$ cat config.mk
export PLATFORM = sky130hd
export DESIGN_NAME = remote_cmd_seq
export DESIGN_NICKNAME = d
export VERILOG_FILES = /design/src/rtl/remote_cmd_seq.sv
export SDC_FILE = /design/constraint.sdc
export NUM_CORES = 1
export LEC_CHECK = 0
export CAP_MARGIN = 20
export CORE_ASPECT_RATIO = 0.75
export CORE_MARGIN = 4
export CORE_UTILIZATION = 35
export DETAILED_ROUTE_END_ITERATION = 10
export PLACE_DENSITY = 0.61
export REMOVE_ABC_BUFFERS = 1
export SYNTH_ARGS = -nofsm -noshare
export SYNTH_HDL_FRONTEND = slang
export SYNTH_SLANG_ARGS = --single-unit
export TNS_END_PERCENT = 30
$ cat constraint.sdc
create_clock -name clk -period 4.3 [get_ports clk]
set_clock_uncertainty 0.15 [all_clocks]
set_input_delay 0.86 -clock clk [delete_from_list [all_inputs] [get_ports clk]]
set_output_delay 0.86 -clock clk [all_outputs]
set_load 0.05 [all_outputs]
$ cat src/rtl/remote_cmd_seq.sv
// remote_cmd_seq
//
// Host-side command sequencer that sits in front of RemoteComm. It buffers
// 16-bit Knight commands in a small FIFO and issues them one at a time,
// waiting for a positive acknowledge byte before moving on. A NAK or a
// response timeout parks the sequencer in ERR until clr_err or abort.
//
// Parameters
//   DEPTH    command FIFO depth (power of 2)
//   TO_W     width of the response timeout counter
//   TIMEOUT  clocks allowed from the SEND cycle to a response
//   ACK      positive-acknowledge byte
//
// Ports
//   clk, rst_n          clock, synchronous active-low reset
//   wr_cmd, wdata       enqueue a command (dropped when full, unless popping)
//   run                 level; drain the FIFO while high (sampled in IDLE)
//   abort               flush FIFO, clear error, return to IDLE
//   clr_err             leave ERR with the FIFO intact
//   cmd, snd_cmd        command and one-cycle send strobe to RemoteComm
//   cmd_snt             RemoteComm finished transmitting
//   resp_rdy, resp      response byte and its valid strobe
//   full, empty, count  FIFO status, decoded from the pointers
//   busy                a command is in flight
//   ack_pulse           one cycle per acknowledged command
//   cmds_done           acknowledged-command count, saturating at 255
//   err, err_code       ERR state flag and cause (01 NAK, 10 timeout)

module remote_cmd_seq #(
   parameter int              DEPTH   = 8,
   parameter int              TO_W    = 26,
   parameter logic [TO_W-1:0] TIMEOUT = 26'd50_000_000,
   parameter logic [7:0]      ACK     = 8'hA5
) (
   input  logic                     clk,
   input  logic                     rst_n,
   input  logic                     wr_cmd,
   input  logic [15:0]              wdata,
   input  logic                     run,
   input  logic                     abort,
   input  logic                     clr_err,
   output logic [15:0]              cmd,
   output logic                     snd_cmd,
   input  logic                     cmd_snt,
   input  logic                     resp_rdy,
   input  logic [7:0]               resp,
   output logic                     full,
   output logic                     empty,
   output logic [$clog2(DEPTH):0]   count,
   output logic                     busy,
   output logic                     ack_pulse,
   output logic [7:0]               cmds_done,
   output logic                     err,
   output logic [1:0]               err_code
);

   localparam int AW = $clog2(DEPTH);
   localparam int CW = AW + 1;

   // The counter is loaded with 1 as SEND is left, so it holds the number of
   // cycles elapsed since the SEND cycle; matching TIMEOUT-1 in a wait state
   // puts the ERR edge exactly TIMEOUT cycles after SEND.
   localparam logic [TO_W-1:0] TO_ONE  = {{(TO_W-1){1'b0}}, 1'b1};
   localparam logic [TO_W-1:0] TO_LAST = TIMEOUT - TO_ONE;

   typedef enum logic [2:0] {
      S_IDLE,
      S_SEND,
      S_WAIT_SNT,
      S_WAIT_RESP,
      S_ERR
   } state_t;

   state_t          state;
   state_t          next_state;
   logic            pop;
   logic            push_ok;
   logic            ack_hit;
   logic            nak_hit;
   logic            to_hit;
   logic            to_expired;
   logic [TO_W-1:0] to_cnt;

   logic [15:0]     mem [DEPTH];
   logic [AW:0]     wr_ptr;
   logic [AW:0]     rd_ptr;

   // Pointers carry one extra wrap bit so full and empty are distinguishable.
   assign count = wr_ptr - rd_ptr;
   assign empty = (wr_ptr == rd_ptr);
   assign full  = (count == CW'(DEPTH));

   // A push into a full FIFO is still accepted when the same cycle pops.
   assign push_ok = wr_cmd && (!full || pop) && !abort;

   assign to_expired = (to_cnt == TO_LAST);

   // NOTE: every combinational output gets a default first, so no path
   // through the case statement can leave a signal unassigned and infer a latch.
   always_comb begin
      next_state = state;
      pop        = 1'b0;
      ack_hit    = 1'b0;
      nak_hit    = 1'b0;
      to_hit     = 1'b0;
      if (abort) begin
         next_state = S_IDLE;
      end else begin
         case (state)
            S_IDLE: begin
               if (run && !empty) begin
                  pop        = 1'b1;
                  next_state = S_SEND;
               end
            end
            S_SEND: next_state = S_WAIT_SNT;
            S_WAIT_SNT: begin
               // Any resp_rdy before the command is on the wire is ignored.
               if (to_expired) begin
                  to_hit     = 1'b1;
                  next_state = S_ERR;
               end else if (cmd_snt) begin
                  next_state = S_WAIT_RESP;
               end
            end
            S_WAIT_RESP: begin
               // A response in the same cycle as the timeout takes precedence.
               if (resp_rdy) begin
                  if (resp == ACK) begin
                     ack_hit    = 1'b1;
                     next_state = S_IDLE;
                  end else begin
                     nak_hit    = 1'b1;
                     next_state = S_ERR;
                  end
               end else if (to_expired) begin
                  to_hit     = 1'b1;
                  next_state = S_ERR;
               end
            end
            S_ERR: begin
               if (clr_err) next_state = S_IDLE;
            end
            default: next_state = S_IDLE;
         endcase
      end
   end

   // NOTE: sequential state uses non-blocking assignments only, so every
   // register samples the pre-edge values regardless of statement order.
   always_ff @(posedge clk) begin
      if (!rst_n) begin
         state     <= S_IDLE;
         wr_ptr    <= '0;
         rd_ptr    <= '0;
         cmd       <= '0;
         snd_cmd   <= 1'b0;
         ack_pulse <= 1'b0;
         cmds_done <= '0;
         err       <= 1'b0;
         err_code  <= 2'b00;
         busy      <= 1'b0;
         to_cnt    <= '0;
      end else begin
         state     <= next_state;
         snd_cmd   <= (next_state == S_SEND);
         busy      <= (next_state == S_SEND) || (next_state == S_WAIT_SNT) ||
                      (next_state == S_WAIT_RESP);
         err       <= (next_state == S_ERR);
         ack_pulse <= ack_hit;

         if (ack_hit && (cmds_done != 8'hFF)) cmds_done <= cmds_done + 8'd1;

         if (abort || ((state == S_ERR) && clr_err)) err_code <= 2'b00;
         else if (nak_hit)                           err_code <= 2'b01;
         else if (to_hit)                            err_code <= 2'b10;

         if (state == S_SEND)
            to_cnt <= TO_ONE;
         else if ((state == S_WAIT_SNT) || (state == S_WAIT_RESP))
            to_cnt <= to_cnt + TO_ONE;

         // Abort empties the queue but leaves cmd showing the last command.
         if (abort) begin
            wr_ptr <= '0;
            rd_ptr <= '0;
         end else begin
            if (push_ok) wr_ptr <= wr_ptr + 1'b1;
            if (pop)     rd_ptr <= rd_ptr + 1'b1;
         end

         if (pop) cmd <= mem[rd_ptr[AW-1:0]];
      end
   end

   // NOTE: the storage array has no reset; only the pointers define which
   // entries are valid, so clearing the data would cost logic for nothing.
   always_ff @(posedge clk) begin
      if (push_ok) mem[wr_ptr[AW-1:0]] <= wdata;
   end

endmodule

==> results_dict.tcl <==
set metrics [dict create \
    final_nets 673 \
    clk_pin_slew_ns 0.08 \
    max-vdd-ir-drop_uv 237 \
    routabilityCongestion 0.796 \
    final_antenna_net_count 0 \
    drt-initial-drc-count 340 \
    clockRootBuffer "clkbuf_16" \
    synth.distinct_cells 51 \
    fillers 1982 \
    synth_top_cell_by_area "edfxtp_1" \
    wl_um 16700 \
    worstMarginPinSlew_ns 0.947 \
    worst_hold_slack_ns 0.337 \
    post_drt_wl_per_cell_um 17.8 \
    cap_violations 0 \
    yosysSeqAreaShare 0.653 \
    synth_edf_count 128 \
    antenna_found_initial 0 \
    slew_headroom 0.368 \
    yosys_most_used_dff "edfxtp_1" \
    yosys_register_bits 195 \
    max_freq_ghz 0.274 \
    post_cts_resized 0 \
    core_area_um2 22200 \
    rsz0062_at_grt "false" \
    fp.dieArea_um2 25200 \
    worstPathArrival_ns 2.63 \
    clk_latency_ns 0.43 \
    async_flop_share 0 \
    setup.worst_path.start_class "flop" \
    finalHoldViolations 0 \
    antenna_cells 0 \
    syn2layout_area_growth_pct 21.1 \
    synth_area_um2 7940 \
    finalPower_mw 3.72 \
    power_density_nw_per_um2 387 \
    endpoint_kind "output pin" \
    cts_buffers 17 \
    cp_max_fo 9 \
    yosys-top-cells-area "edfxtp_1 48%, dfxtp_1 17%, mux4_2 9.1%" \
    stdcell_count 940 \
    fin_tns_setup_ns 0 \
    drt_pass1_iterations 5 \
    grt_pass1_wl_um 26900 \
    vias 4759 \
    grt_pass1_vias 4824 \
    syn_area_per_cell_um2 14.3 \
    post-place-cells 908 \
    grt_usage 0.136 \
    cts_hold_repair.buffers 0 \
    yosys_warnings 0 \
    row_count 47 \
    layout_commonest_cell "edfxtp_1" \
    cts_sinks 195 \
    h-tree-depth 4 \
    cts_setup_buffers 0 \
    crit_required_ns 3.29 \
    status "complete, no violations" \
    fp.dieH_um 138 \
    die_w_um 182 \
    period_share 0.847 \
    tritoncts "yes" \
    layout-drive-gt1-share 0.169 \
    dp_hpwl_um 11100 \
    power.leakage_nw 3.07 \
    layout_common_cells "128 x edfxtp_1, 68 x nor2_1, 66 x dfxtp_1, 63 x clkdlybuf4s50_1, 52 x nand2_1" \
    grt_max_degree 36 \
    ioPinCount 68 \
    synth_top_area_frac 0.484 \
    io_buffers 67 \
    drv_slew 0 \
    vias_per_cell 5.06 \
    postLayoutCoreUtil 0.434 \
    clockBufferDepth 2 \
    finalSetupViolCount 0 \
    start_util 0.358 \
    overflow 0 \
    post-route-min-period_ns 3.64 \
    hold_class "flop to flop" \
    route.detailed.drc 0 \
    path_class "flop to output pin" \
    postSynthCellCount 557 \
]
==> final timing paths <==
check | startpoint | end | slack, ns | cells after the start
setup / recovery | wr_ptr[1]$_SDFFE_PP0P_ | count[1] | 0.66 | 4
hold / removal | to_cnt[1]$_SDFFE_PP0P_ | to_cnt[1]$_SDFFE_PP0P_ | 0.34 | 2
setup reg to reg | rd_ptr[2]$_SDFFE_PP0P_ | mem[6][3]$_DFFE_PP_ | 1.22 | 9
hold reg to reg | to_cnt[1]$_SDFFE_PP0P_ | to_cnt[1]$_SDFFE_PP0P_ | 0.34 | 2
==> synth_stat cells, types with 2 or more instances <==
cell	instances
a311oi_1	3
inv_1	10
nand2_1	52
nor4_1	4
ha_1	7
a21o_1	3
nand2b_1	7
nand4_1	12
xnor2_1	12
and3b_1	2
nand4bb_1	2
a311oi_2	13
and3_1	6
dfxtp_1	67
buf_2	7
nor3_1	10
nand3_1	16
mux4_2	32
clkbuf_1	14
xor2_1	23
buf_6	2
o21ai_0	6
nor2_1	68
and2_1	7
nor3b_1	3
nor2b_1	2
edfxtp_1	128
a21oi_1	12
mux2i_1	2
and4b_1	2
or3_1	3
==> per-stage QoR <==
stage	area (µm²)	worst slack, ns
after floorplan	7820	-0.395
after global placement	9030	0.808
after detailed placement	9030	0.789
after CTS	9610	0.601
after global routing	9610	0.559
final	9610	0.656
==> kinds of logic after synthesis <==
kind of cell | synth area share
simple gates | 0.126
flops | 0.653
compound gates | 0.0550
buf+inv | 0.0205
xor+xnor | 0.0386
mux | 0.0933
fa+ha+maj | 0.0136
==> state kept, by name, summed over array words and instances (netlist names) <==
| register | flops |
|---|---|
| cmd | 16 |
| err | 1 |
| err_code | 2 |
| snd_cmd | 1 |
| rd_ptr | 4 |
| cmds_done | 8 |
| ack_pulse | 1 |
| to_cnt | 26 |
| busy | 1 |
| wr_ptr | 4 |
| state | 3 |
| mem | 128 |
==> where the power goes <==
part / internal, mW / switching (mW) / leakage, nW / total, mW
combinational: 0.0621 / 0.0888 / 1.08 / 0.151
clock: 0.782 / 0.774 / 0.288 / 1.56
sequential: 2.01 / 0.00492 / 1.70 / 2.01
total: 2.85 / 0.867 / 3.07 / 3.72
==> area by class of cell <==
class | count | area, µm² | share of cell area
Inverter | 11 | 41.3 | 0.00429
Sequential cell | 195 | 5190 | 0.539
Clock inverter | 15 | 161 | 0.0168
Clock buffer | 17 | 425 | 0.0442
Timing Repair Buffer | 82 | 811 | 0.0843
Multi-Input combinational cell | 326 | 2620 | 0.273
Tap cell | 294 | 368 | 0.0383
==> metal layers <==
layer / up-vias / wire [µm] / track usage / share of wire
met5: - / 0 / 0 / 0
met4: 0 / 186 / 0.0328 / 0.011
met3: 16 / 1060 / 0.0420 / 0.064
met2: 150 / 7840 / 0.216 / 0.47
met1: 2353 / 7610 / 0.184 / 0.46
li1: 2240 / - / - / -
==> worst max-delay path: stages (launching register included) <==
cell and delay, ns:
dfxtp_1 0.56, inv_1 0.20, fa_1 0.53, inv_1 0.10
clkdlybuf4s50_1 0.81
(Power assumes the default switching activity.)
